[src/rtl/layer_mac_array.sv]
// layer_mac_array: LANES-wide signed-weight x unsigned-input MAC over NUM_INPUTS elements plus bias.
// Define LAYER_MAC_RELU_EN to clamp negative results to zero in the output stage.
module layer_mac_array #(
  parameter int WEIGHTS_WIDTH = 8,
  parameter int BIAS_WIDTH    = 32,
  parameter int LANES         = 4,
  parameter int NUM_INPUTS    = 784
) (
  input  logic                           CLK,
  input  logic                           RST,
  input  logic                           IN_VALID,
  output logic                           IN_READY,
  input  logic [LANES*WEIGHTS_WIDTH-1:0] WEIGHTS,
  input  logic [LANES*WEIGHTS_WIDTH-1:0] INPUTS,
  input  logic [BIAS_WIDTH-1:0]          BIAS,
  output logic                           OUT_VALID,
  input  logic                           OUT_READY,
  output logic [BIAS_WIDTH-1:0]          RESULT,
  output logic                           BUSY
);
  localparam int WW    = WEIGHTS_WIDTH;
  localparam int PW    = 2*WW + 1;
  localparam int BEATS = NUM_INPUTS / LANES;
  localparam int CW    = (BEATS > 1) ? $clog2(BEATS) : 1;
  localparam logic [CW-1:0] LAST_BEAT = CW'(BEATS - 1);

  typedef enum logic [1:0] {ACCUM, DRAIN, OUTPUT} state_t;

  state_t                 state;
  logic [CW-1:0]          beat_cnt;
  logic                   accept, first_beat, last_beat;
  logic signed [PW-1:0]   prod_d [LANES];
  logic signed [PW-1:0]   prod_q [LANES];
  logic                   p_valid, p_first, p_last;
  logic [BIAS_WIDTH-1:0]  lane_sum, s_sum;
  logic                   s_valid, s_first, s_last;
  logic [BIAS_WIDTH-1:0]  acc, bias_q, final_sum, final_val;
  logic                   acc_done;

  assign accept     = IN_VALID && IN_READY;
  assign first_beat = (beat_cnt == '0);
  assign last_beat  = (beat_cnt == LAST_BEAT);

  always_comb begin
    logic signed [PW-1:0] w_ext;
    logic signed [PW-1:0] x_ext;
    prod_d = '{default: '0};
    w_ext  = '0;
    x_ext  = '0;
    for (int unsigned i = 0; i < LANES; i++) begin
      w_ext     = PW'($signed(WEIGHTS[i*WW +: WW]));
      x_ext     = PW'({1'b0, INPUTS[i*WW +: WW]});
      prod_d[i] = w_ext * x_ext;
    end
  end

  // Products sign-extend into the accumulator width; all sums wrap.
  always_comb begin
    lane_sum = '0;
    for (int unsigned i = 0; i < LANES; i++) begin
      lane_sum = lane_sum + BIAS_WIDTH'(prod_q[i]);
    end
  end

  assign final_sum = acc + bias_q;

`ifdef LAYER_MAC_RELU_EN
  assign final_val = final_sum[BIAS_WIDTH-1] ? '0 : final_sum;
`else
  assign final_val = final_sum;
`endif

  always_ff @(posedge CLK or posedge RST) begin
    if (RST) begin
      for (int unsigned i = 0; i < LANES; i++) prod_q[i] <= '0;
      p_valid  <= 1'b0;
      p_first  <= 1'b0;
      p_last   <= 1'b0;
      s_sum    <= '0;
      s_valid  <= 1'b0;
      s_first  <= 1'b0;
      s_last   <= 1'b0;
      acc      <= '0;
      acc_done <= 1'b0;
      bias_q   <= '0;
    end else begin
      p_valid <= accept;
      if (accept) begin
        prod_q  <= prod_d;
        p_first <= first_beat;
        p_last  <= last_beat;
        if (first_beat) bias_q <= BIAS;
      end
      s_valid <= p_valid;
      if (p_valid) begin
        s_sum   <= lane_sum;
        s_first <= p_first;
        s_last  <= p_last;
      end
      acc_done <= s_valid && s_last;
      // First lane sum of a vector overwrites ACC rather than adding to stale data.
      if (s_valid) acc <= s_first ? s_sum : acc + s_sum;
    end
  end

  always_ff @(posedge CLK or posedge RST) begin
    if (RST) begin
      state     <= ACCUM;
      beat_cnt  <= '0;
      IN_READY  <= 1'b0;
      OUT_VALID <= 1'b0;
      RESULT    <= '0;
      BUSY      <= 1'b0;
    end else begin
      case (state)
        ACCUM: begin
          IN_READY <= 1'b1;
          if (accept) begin
            if (first_beat) BUSY <= 1'b1;
            if (last_beat) begin
              beat_cnt <= '0;
              IN_READY <= 1'b0;
              state    <= DRAIN;
            end else begin
              beat_cnt <= beat_cnt + 1'b1;
            end
          end
        end
        DRAIN: begin
          if (acc_done) begin
            RESULT    <= final_val;
            OUT_VALID <= 1'b1;
            state     <= OUTPUT;
          end
        end
        OUTPUT: begin
          if (OUT_READY) begin
            OUT_VALID <= 1'b0;
            BUSY      <= 1'b0;
            IN_READY  <= 1'b1;
            state     <= ACCUM;
          end
        end
        default: state <= ACCUM;
      endcase
    end
  end
endmodule

[config.mk]
export PLATFORM = sky130hd
export DESIGN_NAME = layer_mac_array
export DESIGN_NICKNAME = d
export VERILOG_FILES = /design/src/rtl/layer_mac_array.sv
export SDC_FILE = /design/constraint.sdc
export NUM_CORES = 1
export LEC_CHECK = 0
export BUFFER_PORTS_ARGS = -buffer_cell sky130_fd_sc_hd__buf_4
export CAP_MARGIN = 20
export CELL_PAD_IN_SITES_DETAIL_PLACEMENT = 0
export CELL_PAD_IN_SITES_GLOBAL_PLACEMENT = 1
export CORE_ASPECT_RATIO = 2
export CORE_MARGIN = 8
export CORE_UTILIZATION = 51
export CTS_CLUSTER_DIAMETER = 40
export DETAILED_ROUTE_END_ITERATION = 7
export GPL_ROUTABILITY_DRIVEN = 0
export PLACE_DENSITY_LB_ADDON = 0.1
export SETUP_SLACK_MARGIN = 0.3
export SYNTH_ARGS = -nofsm -noshare
export SYNTH_HDL_FRONTEND = slang
export SYNTH_SLANG_ARGS = --single-unit
export TNS_END_PERCENT = 1
[constraint.sdc]
create_clock -name CLK -period 15.3 [get_ports CLK]
set_clock_uncertainty 0.05 [all_clocks]
set_input_delay 2.295 -clock CLK [delete_from_list [all_inputs] [get_ports CLK]]
set_output_delay 2.295 -clock CLK [all_outputs]
set_load 0.01 [all_outputs]
After elaboration in Yosys (flattened, before gate mapping)

Index checks and enable logic that the tools add are counted.

Word-level logic and storage cells: 68
Input port bits: 100
Bits in registers: 216
Output and inout bits: 35

Mux-type cells: 17
$add $sub $neg: 6
Reductions and logical operators: 13
Multipliers: 4
Equality and inequality tests: 8

Operators with widths:

| operator              | number |
|---|---|
| $mul A8 B9 Y17        | 4 |
| $add A32 B32 Y32      | 2 |
| $mux W32              | 1 |
| $add A19 B17 Y20      | 1 |
| $add A18 B17 Y19      | 1 |
| $add A17 B17 Y18      | 1 |
| $ne A2 B2 Y1 const B  | 5 |
| $add A8 B1 Y8 const B | 1 |
| $eq A8 B8 Y1 const B  | 1 |
| $logic_not A8 Y1      | 1 |
| $mux W2               | 4 |
| $mux W8               | 1 |
| $reduce_and A2 Y1     | 4 |
| $reduce_and A4 Y1     | 2 |
| $mux W1               | 7 |
| $pmux W1 S2           | 3 |
| $pmux W2 S3           | 1 |
| $reduce_bool A2 Y1    | 2 |
| $reduce_and A3 Y1     | 1 |
| $eq A2 B1 Y1 const B  | 1 |
| $eq A2 B2 Y1 const B  | 1 |
| $logic_and A1 B1 Y1   | 2 |
| $logic_not A2 Y1      | 1 |

Longest topological paths before layout

Gate-level depths: netlist of the first run.

Word-level depth: 4
Depth in mapped cells: 21
Gate-level depth less buffers: 21

Least setup slack after synthesis of the first run

No wires, ideal clock.

Path kind: input port to flip-flop
Start: input INPUTS[13]
End: register prod_q[50] in the netlist's numbering
Setup time: 0.133 ns
Stages: 18
Arrival: 6.103 ns
Data required time: 15.117 ns
Buffers on the path: 0
Slack: 9.013 ns
Path through: and2_1 > fa_1 > inv_1 > fa_1 > inv_1 > fa_1 > inv_1 > fa_1 > inv_1 > ha_1 > o21ai_0 > a21boi_0 > o21ai_0 > a21boi_0 > o2111ai_1 > a31oi_1 > xnor2_1 > o21ai_0

Longest elaborated chain between the ends: 1

RTL lines:

| what                   | RTL line | text |
|---|---|---|
| start: declaration     | 14       | `input logic [LANES*WEIGHTS_WIDTH-1:0] INPUTS,` |
| $mul A8 B9 Y17         | 53       | `prod_d[i] = w_ext * x_ext;` |
| end signal: assignment | 89       | `prod_q <= prod_d;` |
| end: declaration       | 33       | `logic signed [PW-1:0] prod_q [LANES];` |

Every way passes these cells.
A chain may end at the register's enable or synchronous reset.

Worst setup path in the final report of the first run

Same ends and word-level chain as after synthesis.

==> results of run 1 <==
-- where the power goes --
| part | internal, mW | total [mW] | leakage (nW) | switching [mW] |
|---|---|---|---|---|
| Clock | 0.379 | 0.644 | 0.439 | 0.265 |
| Sequential | 0.747 | 0.944 | 2.53 | 0.197 |
| Combinational | 1.60 | 3.51 | 8.72 | 1.91 |
| Total | 2.72 | 5.10 | 11.7 | 2.38 |
-- flip-flops by register name, indices dropped and copies added, names as in the netlist, 2 cells and up --
name / count
RESULT: 32
acc: 32
beat_cnt: 8
bias_q: 32
prod_q: 68
s_sum: 20
state: 2
-- logic make-up (layout without fill, tap and decap cells) --
kind of cell	Yosys count	in the layout	synth area share
compound gates	443	443	0.134
xor+xnor	92	92	0.0384
flops	204	204	0.243
mux	62	62	0.0328
buf+inv	340	483	0.0609
fa+ha+maj	440	440	0.328
simple gates	680	680	0.162
-- worst reg2reg max path, cell delays in order (launching register included) --
cell and delay, ns:
dfrtp_1 0.47, fa_1 0.46, inv_1 0.09, fa_1 0.43
inv_1 0.07, ha_1 0.15, inv_1 0.06, fa_1 0.45
nor2b_1 0.14, o21a_1 0.14, o21ai_1 0.13, a31o_2 0.28
a21oi_1 0.19, a41oi_1 0.17, nor2b_1 0.18, xnor2_1 0.13
mux2_2 0.26
-- layer usage --
layer / vias to the layer above / share of wire / wire length (um) / global-route usage
li1: 7822 / - / - / -
met1: 7813 / 0.35 / 18000 / 0.211
met5: - / 0 / 0 / 0
met2: 227 / 0.59 / 30100 / 0.456
met4: 0 / 0.041 / 2130 / 0.0945
met3: 88 / 0.024 / 1260 / 0.0213
-- worst max-delay path by stage --
stage | from | end | slack [ns] | depth (start not counted)
final | INPUTS[13] | prod_q[50] | 9.05 | 19
after global routing | INPUTS[13] | prod_q[50] | 8.77 | 19
after CTS | INPUTS[13] | prod_q[50] | 9.05 | 19
after detailed placement | INPUTS[13] | prod_q[50] | 8.48 | 19
after global placement | INPUTS[13] | prod_q[50] | 8.56 | 19
after floorplan | RST | BUSY | 7.39 | 1
-- layout make-up --
class / count / area, um2
Sequential cell: 204 / 5110
Tap cell: 535 / 669
Timing Repair Buffer: 143 / 1090
Multi-Input combinational cell: 1717 / 14600
Clock buffer: 26 / 629
Inverter: 294 / 1110
Fill cell: 3739 / 17400
Clock inverter: 20 / 272
-- synth_stat cells, types with 44 or more instances --
cell type  instances  area, um2
ha_1             255       3190
a21o_1            44        330
nor2_1           105        394
mux2_2            53        597
inv_1            294       1100
fa_1             185       3700
a21oi_1          103        515
nand2_1          233        875
o21ai_0          135        676
and2_1           168       1050
dfrtp_1          204       5100
xnor2_1           53        464
==> metrics.txt, run 1 <==
status=finished, final reports clean; P per Cell Area=217 mW/mm2; MaxCap Viol Count=0; Worst R2R Start=prod_q[0]; Max Clock Freq=160 MHz; ys flop type=dfrtp_1; clock period minus worst slack=6.25 ns; Total GRT Usage=0.219; worst slew pin tran=0.828 ns; worst hold path class=register to register; reg2reg path depth=16; CTS resizes=0; Hold Path End=RESULT[27]; Sink Count=204; register area share after synthesis=0.243; Mapped Cells=2261; total power=5.10 mW; placed insts=2892; Leak=11.7 nW; Max VDD drop=0.000142 V; Initial DRC Count=509; Post-DP HPWL=42.6 mm; Root Buffer=clkbuf_16; number of detailed-route iterations in the first pass=6; most common cell after layout, fill and taps aside=inv_1; final setup margin=9.05 ns; #FFs+latches synth=204; number of synthesized flops with an enable pin=0; Post-CTS Setup Inserts=0; mean post-synth cell area=9.28 um2; total CTS buffers=25; worst-path cell chain=buf_4, and2_1, fa_1, inv_1, fa_1, inv_1, fa_1, inv_1, fa_1, inv_1, ha_1, o21ai_0, a21boi_0, o21ai_0, a21boi_0, o2111ai_1, a31oi_1, xnor2_1, o21ai_0; DRC Markers=0; CTS max path bufs=3; largest net degree at the start of global routing=92; P&R area growth vs syn=11.9%; Post-Syn Nets=2801; Final Setup Violations=0; row cnt=105; hold path startpoint=RESULT[27]; Tcrit/Tclk final=0.409; post-layout util=0.575; CP startpoint kind=input port; core area=0.0409 mm2; io pins=135; CTS tree=done; vias in the first global route=17421; Hold Path Depth=2; reg-to-reg endpoint=s_sum[15]; Crit-path slowest cell=fa_1; Arrival @ worst endpoint=6.59 ns; ys async rst share=1.00; total wire length=51.5 mm; placed cell areas=0.0226 mm2; RSZ-0062 raised after global routing=no; antenna violations before repair=0; Critical Path Fanout Max=8; Critical path buffers and inverters=5; Hold Slack=0.426 ns; GRT Residual Overflow=0; n_diodes=0; Detail Route Antenna Nets=0; CP required=15.64 ns; Cell variety after synth=73; Die Span X=159 um; synth warn=0; layout cells sized above 1=0.111; Via Count=15950; dpl ws=8.48 ns; H-Tree Depth=1; nets@finish=2925; clk_lat worst skew=0.55 ns; Max Slew Vio Count=0; critical path's top delay family=adder cells; endpoint class of the critical path=register; synthesized area=0.0210 mm2; number of hold buffers added after cts=0; Die H=303 um; vias per inst=5.43; IO buf count=134; Starting Density=0.514; Design Area, Final=0.0235 mm2; post-route non-filler standard cell count=2939; CTS clock-pin slew for the worst setup and hold paths=0.07 ns; Die ar.=0.0483 mm2; DR WL/cell=17.5 um; most frequent cells in the layout=inv_1, ha_1, nand2_1, dfrtp_1, fa_1; Slew HR=0.444; Hold Fails Final Rpt=0; setup TNS=0 ns; R2R setup slack=11.32 ns; first-pass GRT wire length=86.7 mm; crit path kind=input port to register; CP peak stage delay=0.53 ns
No activity file was read; power rests on OpenSTA's default activity.
==> run 2, diff against run 1 <==
--- a/config.mk
+++ b/config.mk
@@ -11,7 +11,7 @@
 export CELL_PAD_IN_SITES_GLOBAL_PLACEMENT = 1
 export CORE_ASPECT_RATIO = 2
 export CORE_MARGIN = 8
-export CORE_UTILIZATION = 51
+export CORE_UTILIZATION = 49
 export CTS_CLUSTER_DIAMETER = 40
 export DETAILED_ROUTE_END_ITERATION = 7
 export GPL_ROUTABILITY_DRIVEN = 0
==> constraint.sdc (replaced) <==
create_clock -name CLK -period 6.27 [get_ports CLK]
set_clock_uncertainty 0.05 [all_clocks]
set_input_delay 0.9405 -clock CLK [delete_from_list [all_inputs] [get_ports CLK]]
set_output_delay 0.9405 -clock CLK [all_outputs]
set_load 0.01 [all_outputs]
==> metrics.txt, run 2 (same netlist as run 1, synthesis figures left out) <==
CP peak stage delay=0.50 ns; Via Count=16085; nets@finish=2925; Final Setup Violations=0; Detail Route Antenna Nets=0; crit path kind=input port to register; CTS tree=done; total CTS buffers=26; IO buf count=134; Die H=309 um; critical path's top delay family=adder cells; P per Cell Area=529 mW/mm2; CTS clock-pin slew for the worst setup and hold paths=0.06 ns; layout cells sized above 1=0.111; Max Slew Vio Count=0; antenna violations before repair=0; Critical path buffers and inverters=6; Leak=11.7 nW; Arrival @ worst endpoint=5.33 ns; P&R area growth vs syn=12.0%; RSZ-0062 raised after global routing=no; Hold Fails Final Rpt=0; io pins=135; GRT Residual Overflow=0; Total GRT Usage=0.215; crit-path most repeated cell=inv_1; worst-path cell chain=buf_4, and2_1, ha_1, inv_1, fa_1, inv_1, ha_1, inv_1, fa_1, inv_1, ha_1, inv_1, fa_1, nor2b_1, o21ai_0, a21boi_1, o21ai_0, a21oi_1, o2111a_1, nor4_1, or3_1, a31oi_1; Sink Count=204; Initial DRC Count=636; number of detailed-route iterations in the first pass=5; total power=12.4 mW; Tcrit/Tclk final=0.783; most frequent cells in the layout=inv_1, ha_1, nand2_1, dfrtp_1, fa_1; max reg flops=68; CP required=6.69 ns; Critical Path Fanout Max=8; largest reg by FF count=prod_q; Max VDD drop=0.000351 V; endpoint class of the critical path=register; vias per inst=5.45; DR WL/cell=17.9 um; vias in the first global route=17268; status=finished, final reports clean; Crit-path slowest cell=fa_1; number of hold buffers added after cts=0; CTS resizes=0; Max Clock Freq=204 MHz; worst hold path class=register to register; Starting Density=0.495; first-pass GRT wire length=86.6 mm; CP startpoint kind=input port; most common cell after layout, fill and taps aside=inv_1; total wire length=52.9 mm; clk_lat worst skew=0.55 ns; row cnt=107; MaxCap Viol Count=0; Post-CTS Setup Inserts=0; worst slew pin tran=1.12 ns; Slew HR=0.256; Die Span X=162 um; H-Tree Depth=1; clock period minus worst slack=4.91 ns; n_diodes=0; CTS max path bufs=3; Root Buffer=clkbuf_16; setup TNS=0 ns; core area=0.0424 mm2; Die ar.=0.0501 mm2; DRC Markers=0; largest net degree at the start of global routing=180; Post-DP HPWL=43.5 mm
-- run 2: changes by cell type in the layout (fill, tap and decap cells not counted), moves of 2 or more --
cell and change:
buf_4 -2, clkbuf_1 +2, bufinv_16 -2, clkbuf_8 +4, clkinvlp_4 +3, inv_8 -3, inv_6 -3
-- run 2: metrics by stage --
stage	worst slack [ns]	instances	area [um2]	hold slack, ns	utilization
after global placement	0.891	2901	22600	0.406	0.532
after global routing	1.03	2950	23500	0.454	0.554
final	1.36	2950	23500	0.425	0.554
after detailed placement	0.812	2901	22600	0.417	0.532
after CTS	1.38	2949	23500	0.431	0.553
after floorplan	1.34	2261	21000	0.302	-
-- run 2: worst reg2reg max path, delay by kind of cell, from the launching register on --
kind	cells	cell delay [ns]
AND/OR/NAND/NOR	2	0.33
flip-flops	1	0.36
XOR/XNOR	1	0.13
AO/OA/AOI/OAI	5	0.93
multiplexers	1	0.27
adder cells (fa/ha/maj)	4	1.53
buffers and inverters	3	0.34
-- run 2: final timing paths --
| kind | from | endpoint | slack (ns) | cells after the start |
|---|---|---|---|---|
| max | INPUTS[19] | prod_q[33] | 1.36 | 22 |
| min | p_last | p_last | 0.43 | 2 |
| max reg2reg | prod_q[1] | s_sum[15] | 2.23 | 16 |
| min reg2reg | p_last | p_last | 0.43 | 2 |
| max in group asynchronous | RST | acc[11] | 4.30 | 3 |
| min in group asynchronous | RST | acc[24] | 0.44 | 2 |
-- run 2: area by class of cell --
| class | instances | area (um2) |
|---|---|---|
| clock buffers | 33 | 717 |
| clock inverters | 15 | 181 |
| fillers | 3921 | 18900 |
| inverters | 294 | 1110 |
| multi-input cells | 1717 | 14600 |
| flip-flops and latches | 204 | 5110 |
| well taps | 545 | 682 |
| repair buffers | 142 | 1090 |
-- run 2: power by group --
group	leakage, nW	internal, mW	switching (mW)
logic	8.72	3.89	4.71
registers	2.53	1.82	0.479
clock network	0.429	0.907	0.633
total	11.7	6.62	5.82
-- run 2: per-layer routing --
metal,vias up,part of all wire,global-route usage
met3,124,0.027,0.0180
met2,293,0.58,0.441
li1,7821,-,-
met5,-,0,0
met1,7847,0.34,0.205
met4,0,0.048,0.105
==> run 3, diff against run 2 <==
--- a/config.mk
+++ b/config.mk
@@ -11,7 +11,7 @@
 export CELL_PAD_IN_SITES_GLOBAL_PLACEMENT = 1
 export CORE_ASPECT_RATIO = 2
 export CORE_MARGIN = 8
-export CORE_UTILIZATION = 49
+export CORE_UTILIZATION = 44
 export CTS_CLUSTER_DIAMETER = 40
 export DETAILED_ROUTE_END_ITERATION = 7
 export GPL_ROUTABILITY_DRIVEN = 0
==> constraint.sdc (replaced) <==
create_clock -name CLK -period 4.3 [get_ports CLK]
set_clock_uncertainty 0.05 [all_clocks]
set_input_delay 0.645 -clock CLK [delete_from_list [all_inputs] [get_ports CLK]]
set_output_delay 0.645 -clock CLK [all_outputs]
set_load 0.01 [all_outputs]
==> metrics.txt, run 3 (same netlist as run 1, synthesis figures left out) <==
Initial DRC Count=663; reg-to-reg endpoint=s_sum[15]; number of detailed-route iterations in the first pass=5; worst-path cell chain=buf_8, buf_6, and2_4, fa_1, inv_2, fa_1, fa_1, fa_1, inv_2, ha_4, o21ai_4, a21boi_2, o21ai_2, a21oi_2, o2111a_1, nor4_2, or3_1, a31oi_1; DRC Markers=0; status=finished, final reports clean; total wire length=53.1 mm; n_diodes=0; clk_lat worst skew=0.55 ns; Die ar.=0.0554 mm2; Hold Fails Final Rpt=0; post-layout util=0.532; row cnt=113; first-pass GRT wire length=87.8 mm; largest net degree at the start of global routing=150; Critical Path Fanout Max=5; Tcrit/Tclk final=0.997; critical path launch point=INPUTS[19]; final setup margin=0.0147 ns; Arrival @ worst endpoint=4.71 ns; worst hold path class=input port to asynchronous set/reset pin; crit-path most repeated cell=fa_1; Via Count=16500; most frequent cells in the layout=buf_4, inv_1, ha_1, nand2_1, dfrtp_1; antenna violations before repair=0; clock period minus worst slack=4.29 ns; endpoint class of the critical path=register; total CTS buffers=26; CTS max path bufs=3; layout cells sized above 1=0.196; most common cell after layout, fill and taps aside=buf_4; vias in the first global route=18078; crit path kind=input port to register; GRT Residual Overflow=0; R2R setup slack=0.50 ns; vias per inst=5.17; Stages on worst setup path=18; MaxCap Viol Count=0; Starting Density=0.443; reg2reg path depth=16; largest reg by FF count=prod_q; Final Setup Violations=0; H-Tree Depth=1; Max Clock Freq=233 MHz; io pins=135; P per Cell Area=767 mW/mm2; RSZ-0062 raised after global routing=yes; CP required=4.72 ns; critical path's top delay family=adder cells; Hold Slack=0.0265 ns; max reg flops=68; Total GRT Usage=0.195; CP startpoint kind=input port; core area=0.0474 mm2; Max VDD drop=0.000603 V; nets@finish=3078; Sink Count=204; Max Slew Vio Count=0; Detail Route Antenna Nets=0; CTS tree=done; dpl ws=-0.855 ns; post-route non-filler standard cell count=3190; DR WL/cell=16.6 um; number of hold buffers added after cts=0; worst slew pin tran=0.915 ns; critical path capture point=prod_q[33]; Root Buffer=clkbuf_16; Worst R2R Start=prod_q[0]; Critical path buffers and inverters=4; met2 wire length=31.6 mm; Leak=12.5 nW; CP peak stage delay=0.55 ns; wl on met1=18.0 mm; Slew HR=0.390; Max Used Layer=met4; WL met3=1.40 mm; Die Span X=170 um; total power=19.3 mW; P&R area growth vs syn=20.1%; Post-DP HPWL=44.5 mm; CTS clock-pin slew for the worst setup and hold paths=0.06 ns; IO buf count=134; Crit-path slowest cell=fa_1; Die H=325 um; placed insts=3129
## run 3: power breakdown
| part | internal [mW] | switching [mW] | total [mW] |
|---|---|---|---|
| clock | 1.34 | 0.950 | 2.29 |
| sequential | 2.66 | 0.701 | 3.36 |
| combinational | 6.51 | 7.17 | 13.7 |
| total | 10.5 | 8.82 | 19.3 |
## run 3: layout make-up
class                   count  area [um2]
clock buffers              31         709
clock inverters            17         223
fillers                  4501       22200
inverters                 294        1110
multi-input cells        1717       15000
flip-flops and latches    204        5110
well taps                 632         791
repair buffers            295        2290
## run 3: worst min-delay path by stage
stage | from | end | slack [ns] | depth (start not counted)
after floorplan | p_valid | s_valid | 0.30 | 0
final | RST | acc[23] | 0.03 | 2
after detailed placement | RESULT[12] | RESULT[12] | 0.41 | 2
after CTS | RST | acc[23] | 0.02 | 2
after global routing | RST | acc[30] | 0.04 | 2
after global placement | p_last | p_last | 0.41 | 2
## run 3: metrics by stage
step | area [um2] | setup TNS, ns
2_1_floorplan | 21000 | -2.97
3_3_place_gp | 23800 | -13.40
3_5_place_dp | 23800 | -14.59
4_1_cts | 25000 | -0.174
5_1_grt | 25200 | -0.634
6_report | 25200 | 0
## run 3: repair_timing
item | in CTS | in global routing
buffers inserted | 7 | 5
setup endpoints to repair | 26 | 31
cloned | 0 | 0
pin swaps | 65 | 78
gates resized for setup | 62 | 48
## run 3: layer usage
metal,track usage,vias to the layer above
met2,0.413,274
met3,0.0160,114
met5,0,-
met4,0.0778,0
li1,-,8122
met1,0.181,7990
